## config.mk

```make
export PLATFORM = sky130hd
export DESIGN_NAME = mpu_viol_log
export DESIGN_NICKNAME = d
export VERILOG_FILES = /design/src/rtl/mpu_viol_log.sv
export SDC_FILE = /design/constraint.sdc
export NUM_CORES = 1
export LEC_CHECK = 0
export CORE_ASPECT_RATIO = 1.75
export CORE_MARGIN = 2
export CORE_UTILIZATION = 34
export CTS_BUF_LIST = sky130_fd_sc_hd__clkbuf_4
export DETAILED_ROUTE_END_ITERATION = 6
export PLACE_DENSITY = 0.61
export SYNTH_ARGS = -nofsm -noshare
export SYNTH_HDL_FRONTEND = slang
export SYNTH_SLANG_ARGS = --single-unit
```

## constraint.sdc

```tcl
create_clock -name clk -period 8.7 [get_ports clk]
set_input_delay 1.74 -clock clk [delete_from_list [all_inputs] [get_ports clk]]
set_output_delay 1.74 -clock clk [all_outputs]
set_load 0.01 [all_outputs]
```

## src/rtl/mpu_viol_log.sv

```systemverilog
// MPU violation logger: FIFO of denied accesses drained through a small register window.
// Optional head-record timestamps are enabled with `define MPU_VIOL_LOG_TIMESTAMP_EN.
module mpu_viol_log #(
    parameter int unsigned DEPTH  = 8,
    parameter int unsigned ADDR_W = 22
) (
    input  logic              clk,
    input  logic              reset,
    input  logic              viol_valid,
    input  logic [31:0]       viol_pc,
    input  logic [ADDR_W-1:0] viol_addr,
    input  logic              viol_write,
    input  logic [3:0]        viol_wstrb,
    input  logic              bus_valid,
    output logic              bus_ready,
    input  logic [2:0]        bus_addr,
    input  logic [31:0]       bus_wdata,
    input  logic [3:0]        bus_wstrb,
    output logic [31:0]       bus_rdata,
    output logic              irq
);
    localparam int unsigned PTR_W = $clog2(DEPTH);
    localparam int unsigned CNT_W = PTR_W + 1;
    localparam int unsigned REC_W = 32 + 1 + 4 + ADDR_W;

    typedef enum logic {StIdle, StAck} bus_state_e;
    bus_state_e state_q, state_d;

    logic [REC_W-1:0] rec_mem [DEPTH];
    logic [PTR_W-1:0] wr_ptr_q, rd_ptr_q;
    logic [CNT_W-1:0] count_q, count_d;
    logic             ovf_q, irq_q;
    logic [15:0]      drop_q;

    logic ctrl_wr, pop, flush, clr, full, empty, push_ok, drop;
    logic [REC_W-1:0] head;
    logic [31:0]      head_pc, head_ts;
    logic             head_write;
    logic [3:0]       head_wstrb;
    logic [ADDR_W-1:0] head_addr;
    logic [21:0]      head_addr22;

    always_ff @(posedge clk or posedge reset) begin
        if (reset) state_q <= StIdle;
        else       state_q <= state_d;
    end

    always_comb begin
        state_d = state_q;
        unique case (state_q)
            StIdle:  if (bus_valid) state_d = StAck;
            StAck:   state_d = StIdle;
            default: state_d = StIdle;
        endcase
    end

    assign bus_ready = (state_q == StAck);
    assign irq       = irq_q;

    // CTRL bits all live in byte lane 0
    assign ctrl_wr = bus_ready && bus_wstrb[0] && (bus_addr == 3'd3);
    assign empty   = (count_q == '0);
    assign full    = (count_q == CNT_W'(DEPTH));
    assign flush   = ctrl_wr && bus_wdata[2];
    assign clr     = ctrl_wr && bus_wdata[1];
    assign pop     = ctrl_wr && bus_wdata[0] && !empty && !flush;
    assign push_ok = viol_valid && (!full || pop) && !flush;
    assign drop    = viol_valid && full && !pop && !flush;

    always_comb begin
        count_d = count_q;
        if (flush)                count_d = '0;
        else if (push_ok && !pop) count_d = count_q + CNT_W'(1);
        else if (pop && !push_ok) count_d = count_q - CNT_W'(1);
    end

    always_ff @(posedge clk or posedge reset) begin
        if (reset) begin
            wr_ptr_q <= '0;
            rd_ptr_q <= '0;
            count_q  <= '0;
            ovf_q    <= 1'b0;
            drop_q   <= '0;
            irq_q    <= 1'b0;
        end else begin
            count_q <= count_d;
            irq_q   <= !empty || ovf_q;
            if (flush) begin
                wr_ptr_q <= '0;
                rd_ptr_q <= '0;
            end else begin
                if (push_ok) wr_ptr_q <= wr_ptr_q + PTR_W'(1);
                if (pop)     rd_ptr_q <= rd_ptr_q + PTR_W'(1);
            end
            if (clr) begin
                ovf_q  <= 1'b0;
                drop_q <= '0;
            end else if (drop) begin
                ovf_q <= 1'b1;
                if (drop_q != 16'hFFFF) drop_q <= drop_q + 16'd1;
            end
        end
    end

    // Storage is not reset; every head read is masked while empty.
    always_ff @(posedge clk) begin
        if (push_ok) rec_mem[wr_ptr_q] <= {viol_pc, viol_write, viol_wstrb, viol_addr};
    end

    assign head = rec_mem[rd_ptr_q];
    assign {head_pc, head_write, head_wstrb, head_addr} = head;
    assign head_addr22 = 22'(head_addr);

`ifdef MPU_VIOL_LOG_TIMESTAMP_EN
    logic [31:0] ts_q;
    logic [31:0] ts_mem [DEPTH];

    always_ff @(posedge clk or posedge reset) begin
        if (reset) ts_q <= '0;
        else       ts_q <= ts_q + 32'd1;
    end

    always_ff @(posedge clk) begin
        if (push_ok) ts_mem[wr_ptr_q] <= ts_q;
    end

    assign head_ts = ts_mem[rd_ptr_q];
`else
    assign head_ts = '0;
`endif

    always_comb begin
        bus_rdata = '0;
        if (bus_ready && (bus_wstrb == 4'h0)) begin
            unique case (bus_addr)
                3'd0: bus_rdata = {drop_q, 6'b0, ovf_q, full, 8'(count_q)};
                3'd1: bus_rdata = empty ? 32'h0 : head_pc;
                3'd2: bus_rdata = empty ? 32'h0
                                        : {head_write, 3'b0, head_wstrb, 2'b0, head_addr22};
                3'd4: bus_rdata = empty ? 32'h0 : head_ts;
                default: bus_rdata = '0;
            endcase
        end
    end

endmodule

```

Word-level counts from Yosys, hierarchy flattened

Memories as Yosys holds them, arrays and structs flattened.
Index checks and enable logic that the tools add are counted.

Memories kept: 1
Bits in registers: 29
Output and inout port bits: 34
Word-level logic and storage cells: 70
Memory bits (writable): 472
Input bits: 102

Bitwise logic cells: 1
Mux-type cells: 20
Add/sub/neg operators: 5
Reduce and logical (&&, ||, !) cells: 31
Eq/ne operators: 5

Memory list:

| name    | words | width | read ports | clocked after Yosys merged registers in | write ports | line | text |
|---|---|---|---|---|---|---|---|
| rec_mem | 8     | 59    | 1          | 0                                       | 1           | 29   | `logic [REC_W-1:0] rec_mem [DEPTH];` |

Operators by type and width:

| cell                    | count |
|---|---|
| $mux W32                | 3 |
| $pmux W32 S3            | 1 |
| $mux W16                | 3 |
| $add A16 B1 Y16 const B | 1 |
| $ne A16 B16 Y1 const B  | 1 |
| $logic_and A1 B1 Y1     | 15 |
| $mux W3                 | 4 |
| $mux W4                 | 3 |
| $logic_not A4 Y1        | 2 |
| $reduce_bool A2 Y1      | 4 |
| $add A3 B1 Y3 const B   | 2 |
| $eq A3 B2 Y1 const B    | 2 |
| $logic_not A1 Y1        | 5 |
| $mux W1                 | 5 |
| $add A4 B1 Y4 const B   | 1 |
| $eq A4 B4 Y1 const B    | 1 |
| $sub A4 B1 Y4 const B   | 1 |
| $eq A3 B1 Y1 const B    | 1 |
| $logic_not A3 Y1        | 1 |
| $reduce_bool A3 Y1      | 1 |
| $logic_or A1 B1 Y1      | 2 |
| $pmux W1 S2             | 1 |
| $reduce_and A2 Y1       | 1 |
| $not A1 Y1              | 1 |

Longest topological paths before layout

Gate-level depths: netlist (run 1).

Depth after elaboration: 13
Depth in mapped cells: 9
Gate-level depth less buffers: 9

Worst setup path after synthesis (run 1)

Ideal clock, no wire load.

Path type: input to register
Start: input port bus_addr[2]
End: memory rec_mem[6][0] (netlist bit), enable pin
Slack: 0.022 ns
Cell stages on the path: 4
Library setup time: 0.622 ns
Data arrival time: 8.056 ns
Data required time: 8.078 ns
Buffers on the path: 0
Cell sequence: nand4b_1 -> nor4_1 -> o21ai_1 -> nor4_1

Cells in the longest elaborated chain, start to end: 10
Elaborated cells between the ends (all ways): 12
Classes of those cells: eq/ne: 1; mux: 2; reduce/logical: 9

Ends and longest elaborated chain:

| element                                                 | line   | text |
|---|---|---|
| start: declaration                                      | 16     | `input logic [2:0] bus_addr,` |
| $eq A3 B2 Y1 (*)                                        | 61     | `assign ctrl_wr = bus_ready && bus_wstrb[0] && (bus_addr == 3'd3);` |
| $logic_and A1 B1 Y1 (*)                                 | 61     |  |
| $logic_and A1 B1 Y1, on equally long branches           | 66, 64 |  |
| $logic_and A1 B1 Y1 or $logic_not A1 Y1 (tied branches) | 66, 67 |  |
| $logic_and A1 B1 Y1                                     | 66     | `assign pop = ctrl_wr && bus_wdata[0] && !empty && !flush;` |
| $logic_or A1 B1 Y1                                      | 67     | `assign push_ok = viol_valid && (!full \|\| pop) && !flush;` |
| $logic_and A1 B1 Y1                                     | 67     |  |
| $logic_and A1 B1 Y1 (*)                                 | 67     |  |
| $mux W1 (*)                                             | 107    | `if (push_ok) rec_mem[wr_ptr_q] <= {viol_pc, viol_write, viol_wstrb, viol_addr};` |
| $mux W1 (implied by the code) (*)                       | 107    |  |
| end: declaration                                        | 29     |  |

Every way passes the cells marked *; elsewhere a longest branch is shown, timed or not.

Worst setup path in the final report (run 1)

Start: input port bus_wstrb[0]
End: output port bus_rdata[23]

Cells in the longest elaborated chain, start to end: 3

Ends and longest elaborated chain:

| element             | line | text |
|---|---|---|
| start: declaration  | 18   | `input logic [3:0] bus_wstrb,` |
| $logic_not A4 Y1    | 134  | `if (bus_ready && (bus_wstrb == 4'h0)) begin` |
| $logic_and A1 B1 Y1 | 134  |  |
| $mux W32            | 134  |  |
| end: declaration    | 19   | `output logic [31:0] bus_rdata,` |

No other way between the ends.

==> results.cfg, run 1 <==
[grt]
grt_pass1_wl_um = 68000
grt_max_degree = 48
grt_pass1_vias = 10974
track_usage_pct = 15.2
antenna_found_initial = 5
overflow = 0

[routing]
post-route-drc-count = 0
num_vias = 10138
wirelength_um = 45600
first_pass_iters = 5
drtIter0Drc = 729
detail-route-antenna-nets = 0
wl_per_cell_um = 22.6
via_per_inst = 5.03

[logic_synthesis]
post_synth_inst_count = 959
async_flop_share_pct = 5.79
syn_area_per_cell_um2 = 20.7
synth_fa_ha_area_share_pct = 0.416
synth_mux_area_share_pct = 16.6
yosysWarningCount = 0
ys_types = 51
synth-edff-count = 472
yosysSeqAreaShare_pct = 75.1
synthFlopType = edfxtp_1
synth_nets = 1067
synth_compound_area_share_pct = 3.37
synth_top_family_by_area = multiplexers
synth_xor_area_share_pct = 0.177
yosys_register_bits = 501
synthSimpleGateAreaFrac_pct = 3.19
synth_area_mm2 = 0.0198

[worst_setup_path]
arrival_ps = 5360
critical_path_class = input port to primary output
critPathLaunchType = input port
cp_max_fo = 22
cp-end-kind = primary output
critPathRequiredTime_ps = 6960

[cts]
cts_sinks = 501
cts_tree = done
cts_root_buffer = clkbuf_4
cts_max_path_buffers = 3
clock_latency_ps = 820
path_clk_slew_ps = 60
post_cts_resized = 0
post_cts_buffers = 0
htree_levels = 3
cts_made_buffers = 115
ctsHoldBuffers = 0

[cells_and_area]
drive_above_1_share_pct = 27.6
regArea_mm2 = 0.0149
fin_util_pct = 40.3
fillers = 5351
multi_input_area_mm2 = 0.00475
nets = 1263
layout_common_cells = edfxtp_1, clkbuf_4, mux4_2, clkdlybuf4s50_1, mux2i_1
final_common_cell = edfxtp_1
area_delta_synth_final_pct = 17.8

[worst_hold_path]
hp-class = flop to flop

[timing]
finClkSkew_ps = 81.9
timing_hold_violations_final = 0
tightestPinTransition_ps = 1060
slew_violations = 0
setup_violations = 0
holdWs_ps = 503
rsz0062_at_grt = no
slew-limit-headroom_pct = 28.5
period_share_pct = 81.6
final.setup.tns_ps = 0
min_period_ps = 7100
fmax_mhz = 141

[power]
p_clk_share_pct = 32.0
sw_frac_of_total_pct = 25.9
pwr-share-seq_pct = 54.4
p_leak_nw = 7.99
intPower_w = 0.00429
power_w = 0.00579
combinationalPowerShare_pct = 13.6
vdd_ir_drop_max_mv = 0.128
powerDensity_mw_per_mm2 = 248
switching_power_w = 0.00150

[placed_design]
io_buffers = 106
dpl.hpwl_um = 26700
routabilityCongestion = 0.775

[flow_run]
maxCapViolCount = 0

[floorplan]
die_x_um = 187
num_rows = 117
core_mm2 = 0.0580
dieArea_mm2 = 0.0604
start_util_pct = 34.2
die_h_um = 324
io_pins = 136

[run_status]
outcome = complete, no violations
[Yosys cell counts (all sizes together), types with 5 or more instances]
cell / count / area, µm²
nand4: 5 / 31.3
mux2i: 63 / 631
nor4: 5 / 31.3
edfxtp: 472 / 14200
ha: 5 / 62.6
mux4: 118 / 2660
o21ai: 34 / 170
buf: 17 / 87.6
and3: 6 / 37.5
a21oi: 19 / 95.1
o22a: 10 / 87.6
nand3: 9 / 45.0
nor2: 23 / 93.8
or4: 10 / 75.1
clkbuf: 30 / 113
inv: 10 / 37.5
dfrtp: 29 / 726
nand2: 26 / 97.6
or3: 5 / 31.3
o31ai: 8 / 60.1
a2bb2oi: 17 / 149
[metal layers]
layer  wire length (µm)  track usage (%)  up-vias
li1                   -                -     4504
met1              17500             17.3     5238
met2              23900             27.1      315
met3               2820             4.17       79
met4               1400             6.24        2
met5                 11                0        -
[cell type report]
type	count	share of cell area, %
inverters	10	0.161
well taps	773	4.14
diodes	1	0.0107
flip-flops and latches	501	63.8
clock buffers	173	5.56
clock inverters	31	0.840
repair buffers	126	5.18
multi-input cells	401	20.3
[cells by family (layout without fill, tap and decap cells)]
kind of cell | after synthesis | after routing
other cells | 0 | 1
mux | 181 | 181
simple gates | 113 | 113
xor+xnor | 4 | 4
flops | 501 | 501
buf+inv | 57 | 340
fa+ha+maj | 6 | 6
compound gates | 97 | 97
[sequential cells by signal, summed over array words and instances (netlist names)]
signal,count
rec_mem,472
drop_q,16
count_q,4
rd_ptr_q,3
wr_ptr_q,3
bus_ready,1
irq,1
ovf_q,1
[through the flow]
stage	cells	setup slack, ps	instance area (µm²)
after floorplan	959	22.3	19800
after global placement	1811	1770	21900
after detailed placement	1811	1730	21900
after CTS	2015	1710	23400
after global routing	2016	1410	23400
final	2016	1600	23400
[critical path, cell delays in order]
cell and delay, ps:
clkdlybuf4s50_1 560, nor4_1 470, nand4_1 640, or2_1 810
o21ai_0 510, clkdlybuf4s50_1 620
[power by group through the flow]
stage                     clock network [W]  registers [W]  logic [W]
after CTS                           0.00192        0.00315   0.000815
after floorplan                           0        0.00317   0.000515
after global placement                    0        0.00318   0.000799
final                               0.00185        0.00315   0.000788
after detailed placement                  0        0.00321   0.000813
after global routing                0.00203        0.00318   0.000856
[path summary, 6_finish.rpt]
kind / from / to / slack [ps] / depth (start not counted)
worst max-delay path: bus_wstrb[0] / bus_rdata[23] / 1600 / 6
worst min-delay path: bus_ready / bus_ready / 500 / 1
worst max register to register: count_q[1] / rec_mem[7][42] / 5030 / 5
worst min register to register: bus_ready / bus_ready / 500 / 1
max in group asynchronous: reset / rd_ptr_q[0] / 7060 / 3
min in group asynchronous: reset / wr_ptr_q[2] / 1300 / 3
Power figures use the tool's default switching activity.
==> run 2: changes to the inputs <==
- PLACE_DENSITY: 0.61 -> 0.63
- clock period: 8.7 -> 6.2 ns (I/O delays scaled with it)
==> run 2 against run 1 <==
  * Combinational power up 42%
  * Largest power group unchanged
  * Via count rose by 1.0%
  * Highest routed layer unchanged
  * Sequential share of layout area fell by 0.21 points
==> results.cfg, run 2 (synthesis results as in run 1) <==
[routing]
via_per_inst = 5.06
num_vias = 10244
wirelength_um = 45800
detail-route-antenna-nets = 0
post-route-drc-count = 0
first_pass_iters = 5
wl_per_cell_um = 22.6
drtIter0Drc = 707

[cells_and_area]
top_regs = rec_mem: 472 flops, drop_q: 16 flops, count_q: 4 flops
area_delta_synth_final_pct = 18.2
regMostFlops = rec_mem
nets = 1266
drive_above_1_share_pct = 26.8
largest_reg_flops = 472
layout_common_cells = edfxtp_1, clkbuf_4, mux4_2, clkdlybuf4s50_1, mux2i_1
fillers = 5313
final_common_cell = edfxtp_1

[power]
combinationalPowerShare_pct = 13.9
vdd_ir_drop_max_mv = 0.147
powerDensity_mw_per_mm2 = 344
sw_frac_of_total_pct = 26.1
p_leak_nw = 8.01
p_clk_share_pct = 31.0
switching_power_w = 0.00211
pwr-share-seq_pct = 55.1
intPower_w = 0.00595

[floorplan]
die_x_um = 187
die_h_um = 324
num_rows = 117
dieArea_mm2 = 0.0604
core_mm2 = 0.0580
io_pins = 136
start_util_pct = 34.2

[worst_setup_path]
arrival_ps = 4430
critPathRequiredTime_ps = 4960
cpPeakStageDelay_ps = 650
r2r_slack_ps = 3190
cp-end-kind = primary output
crit_chain = clkdlybuf4s50_1 -> nor4_1 -> nand4_1 -> buf_4 -> or2_1 -> o21ai_0 -> clkdlybuf4s50_1
crit_top_cell = clkdlybuf4s50_1
cp_max_fo = 22
crit_path_top_delay_cell = clkdlybuf4s50_1
critical_path_class = input port to primary output
critPathLaunchType = input port

[grt]
grt_pass1_wl_um = 68300
grtUsageMet1_pct = 17.6
grt_max_degree = 53
grt_util_met3_pct = 3.40
overflow = 0
gr-usage-met2_pct = 27.4
grt_pass1_vias = 11006
busiest_layer = met2
antenna_found_initial = 7
track_usage_pct = 15.3

[cts]
cts_tree = done
htree_levels = 3
cts_sinks = 501
path_clk_slew_ps = 70
cts_max_path_buffers = 3
post_cts_buffers = 0
ctsHoldBuffers = 0
post_cts_resized = 0
cts_root_buffer = clkbuf_4
cts_made_buffers = 114
clock_latency_ps = 810

[run_status]
outcome = complete, no violations

[timing]
timing_hold_violations_final = 0
tightestPinTransition_ps = 1100
holdWs_ps = 501
fin_ws_ps = 530
slew_violations = 0
period_share_pct = 91.5
min_period_ps = 5670
finClkSkew_ps = 42.6
rsz0062_at_grt = no
slew-limit-headroom_pct = 25.7
final.setup.tns_ps = 0
setup_violations = 0
fmax_mhz = 176

[placed_design]
io_buffers = 106
dpl.hpwl_um = 26700
routabilityCongestion = 0.797
pre_cts_ws_ps = 540

[worst_hold_path]
hp-class = flop to flop

[flow_run]
maxCapViolCount = 0
==> run 2: cell types whose count changed in the layout (fill, tap and decap cells not counted) <==
cell        change
nor4_4          +1
nor4_2          -1
buf_12          +7
clkinvlp_4      -1
nor3b_4         +1
clkinv_1       +15
inv_2           -1
clkinv_4        -1
clkbuf_4        -7
bufinv_16       -1
nor3b_2         -1
buf_4           -3
inv_6           -1
==> run 2: cell type report <==
| class | count | area [µm²] | share of cell area [%] |
|---|---|---|---|
| clock inverter | 41 | 194 | 0.827 |
| antenna | 1 | 2.50 | 0.0107 |
| tap | 773 | 967 | 4.12 |
| inverter | 10 | 37.5 | 0.160 |
| multi-input combinational | 401 | 4760 | 20.3 |
| sequential | 501 | 14900 | 63.6 |
| timing repair buffer | 130 | 1330 | 5.67 |
| clock buffer | 166 | 1250 | 5.31 |
==> run 2: per-layer routing <==
| layer | vias up | wire length, µm |
|---|---|---|
| met3 | 80 | 2510 |
| met2 | 321 | 24100 |
| li1 | 4498 | - |
| met4 | 4 | 1430 |
| met1 | 5341 | 17700 |
| met5 | - | 27 |
==> run 2: path summary, 6_finish.rpt <==
path	start	endpoint	depth (start not counted)
setup reg to reg	count_q[3]	rec_mem[7][6]	5
hold / removal	bus_ready	bus_ready	1
min in group asynchronous	reset	drop_q[11]	3
hold reg to reg	bus_ready	bus_ready	1
max in group asynchronous	reset	rd_ptr_q[1]	3
setup / recovery	bus_wstrb[0]	bus_rdata[22]	7
==> run 2: worst max-delay path, delay by kind of cell <==
kind | cells | cell delay [ps]
AOI/OAI and AO/OA | 1 | 610
buffers and inverters | 3 | 1420
and+or+nand+nor | 3 | 1140
==> run 2: metrics by stage <==
stage / cells / utilization (%) / area (µm²) / total power (W)
3_5_place_dp: 1815 / 38.0 / 22000 / 0.00566
3_3_place_gp: 1815 / 38.0 / 22000 / 0.00561
2_1_floorplan: 959 / - / 19900 / 0.00516
6_report: 2023 / 40.5 / 23500 / 0.00806
4_1_cts: 2022 / 40.4 / 23400 / 0.00818
5_1_grt: 2023 / 40.5 / 23500 / 0.00844
==> run 2: power groups by stage <==
stage | sequential, W | clock (W) | combinational, W
floorplan | 0.00444 | 0 | 0.000725
global placement | 0.00448 | 0 | 0.00113
detailed placement | 0.00451 | 0 | 0.00115
CTS | 0.00444 | 0.00259 | 0.00115
global route | 0.00448 | 0.00274 | 0.00121
finish | 0.00444 | 0.00250 | 0.00112
==> run 3: changes to the inputs <==
- CTS_BUF_LIST: sky130_fd_sc_hd__clkbuf_4 -> default
- TNS_END_PERCENT: default -> 100
==> run 3 against run 2 <==
  * Total power grew 6.3%
  * Utilization grew 0.32 points
  * Clock skew down 34 ps
  * Combinational power is essentially flat
  * Routed wire length shrank 0.85%
  * Sequential cell count is the same
  * Sequential power is essentially flat
  * Maximum frequency shrank 0.69%
  * Design area rose by 0.79%
  * Register-to-register slack lost 50 ps
  * Global-route usage decreased by 0.23 points
  * Critical path type unchanged
  * Largest cell class unchanged
  * Highest routed layer unchanged
==> results.cfg, run 3 (synthesis results as in run 1) <==
[run_status]
outcome = complete, no violations

[worst_setup_path]
cp_top_family = buffers and inverters
crit_chain = clkdlybuf4s50_1 -> nor4_1 -> nand4_1 -> buf_4 -> or2_1 -> o21ai_0 -> clkdlybuf4s50_1
critPathLaunchType = input port
crit_top_cell = clkdlybuf4s50_1
critPathRequiredTime_ps = 4960
cp_max_fo = 22
path_buf_inv = 3
cp-end-kind = primary output
crit_path_top_delay_cell = clkdlybuf4s50_1
cpPeakStageDelay_ps = 660
critical_path_class = input port to primary output
arrival_ps = 4470

[power]
p_clk_share_pct = 35.1
combinationalPowerShare_pct = 13.1
powerDensity_mw_per_mm2 = 362
power_w = 0.00856
p_leak_nw = 7.95
switching_power_w = 0.00210
vdd_ir_drop_max_mv = 0.212
intPower_w = 0.00646
sw_frac_of_total_pct = 24.5
pwr-share-seq_pct = 51.9

[cells_and_area]
nets = 1201
drive_above_1_share_pct = 20.6
largest_reg_flops = 472
final_common_cell = edfxtp_1
top_regs = rec_mem: 472 flops, drop_q: 16 flops, count_q: 4 flops
area_delta_synth_final_pct = 19.1
layout_common_cells = edfxtp_1, mux4_2, clkdlybuf4s50_1, mux2i_1, clkbuf_16
regMostFlops = rec_mem
diodes = 0

[cts]
cts_tree = done
cts_made_buffers = 49
clock_latency_ps = 560
ctsHoldBuffers = 0
post_cts_resized = 0
cts_max_path_buffers = 3
cts_sinks = 501
htree_levels = 2
post_cts_buffers = 0
path_clk_slew_ps = 70
cts_root_buffer = clkbuf_16

[timing]
tightestPinTransition_ps = 1090
slew-limit-headroom_pct = 26.1
min_period_ps = 5710
holdWs_ps = 498
setup_violations = 0
slew_violations = 0
fmax_mhz = 175
finClkSkew_ps = 8.97
timing_hold_violations_final = 0
rsz0062_at_grt = no
final.setup.tns_ps = 0
period_share_pct = 92.1

[placed_design]
dpl.hpwl_um = 26700
routabilityCongestion = 0.797
io_buffers = 106

[grt]
grt_max_degree = 53
grt_pass1_wl_um = 67500
antenna_found_initial = 6
track_usage_pct = 15.1
overflow = 0
grt_pass1_vias = 10453

[floorplan]
die_x_um = 187
io_pins = 136
start_util_pct = 34.2
die_h_um = 324
dieArea_mm2 = 0.0604
core_mm2 = 0.0580
num_rows = 117

[routing]
detail-route-antenna-nets = 0
via_per_inst = 5.20
drtIter0Drc = 800
first_pass_iters = 5
num_vias = 9892
wl_per_cell_um = 23.9
post-route-drc-count = 0
wirelength_um = 45400

[flow_run]
maxCapViolCount = 0

[worst_hold_path]
hp-class = flop to flop
-- run 3: worst paths after layout --
check | start | to | slack, ps | cells after the start
worst max-delay path | bus_wstrb[0] | bus_rdata[20] | 490 | 7
worst min-delay path | bus_ready | bus_ready | 500 | 1
worst max register to register | count_q[3] | rec_mem[7][27] | 3140 | 5
worst min register to register | bus_ready | bus_ready | 500 | 1
max in group asynchronous | reset | rd_ptr_q[0] | 4820 | 3
min in group asynchronous | reset | bus_ready | 1060 | 3
-- run 3: worst register-to-register path, stage by stage (launching register included) --
cell and delay, ps:
dfrtp_1 550, o41ai_2 150, nor3_1 500, o2111ai_1 400, nor2_4 670, buf_12 410
-- run 3: final cells by class --
type | count | area (µm²)
multi-input combinational | 401 | 4760
timing repair buffer | 130 | 1330
sequential | 501 | 14900
clock inverter | 24 | 279
tap | 773 | 967
clock buffer | 65 | 1350
fill | 5187 | 34300
inverter | 10 | 37.5
-- run 3: per-layer routing --
layer | vias up | global-route usage [%] | part of all wire, % | wire, µm
met2 | 295 | 26.9 | 52 | 23600
li1 | 4289 | - | - | -
met3 | 95 | 2.54 | 5.1 | 2330
met1 | 5209 | 18.5 | 39 | 17900
met4 | 4 | 5.54 | 3.5 | 1580
met5 | - | 0 | 0.059 | 27
-- run 3: stage by stage --
stage | instance area (µm²) | setup WS, ps | utilization, % | instances
after floorplan | 19900 | -747 | - | 959
after global placement | 22000 | 488 | 38.0 | 1815
after detailed placement | 22000 | 540 | 38.0 | 1815
after CTS | 23600 | 516 | 40.8 | 1904
after global routing | 23600 | 360 | 40.8 | 1904
final | 23600 | 490 | 40.8 | 1904
-- run 3: power by group through the flow --
stage          clock network [W]  registers (W)  logic (W)
6_report                 0.00300        0.00444    0.00112
3_5_place_dp                   0        0.00451    0.00115
4_1_cts                  0.00307        0.00444    0.00115
5_1_grt                  0.00320        0.00448    0.00121
3_3_place_gp                   0        0.00448    0.00113
2_1_floorplan                  0        0.00444   0.000725
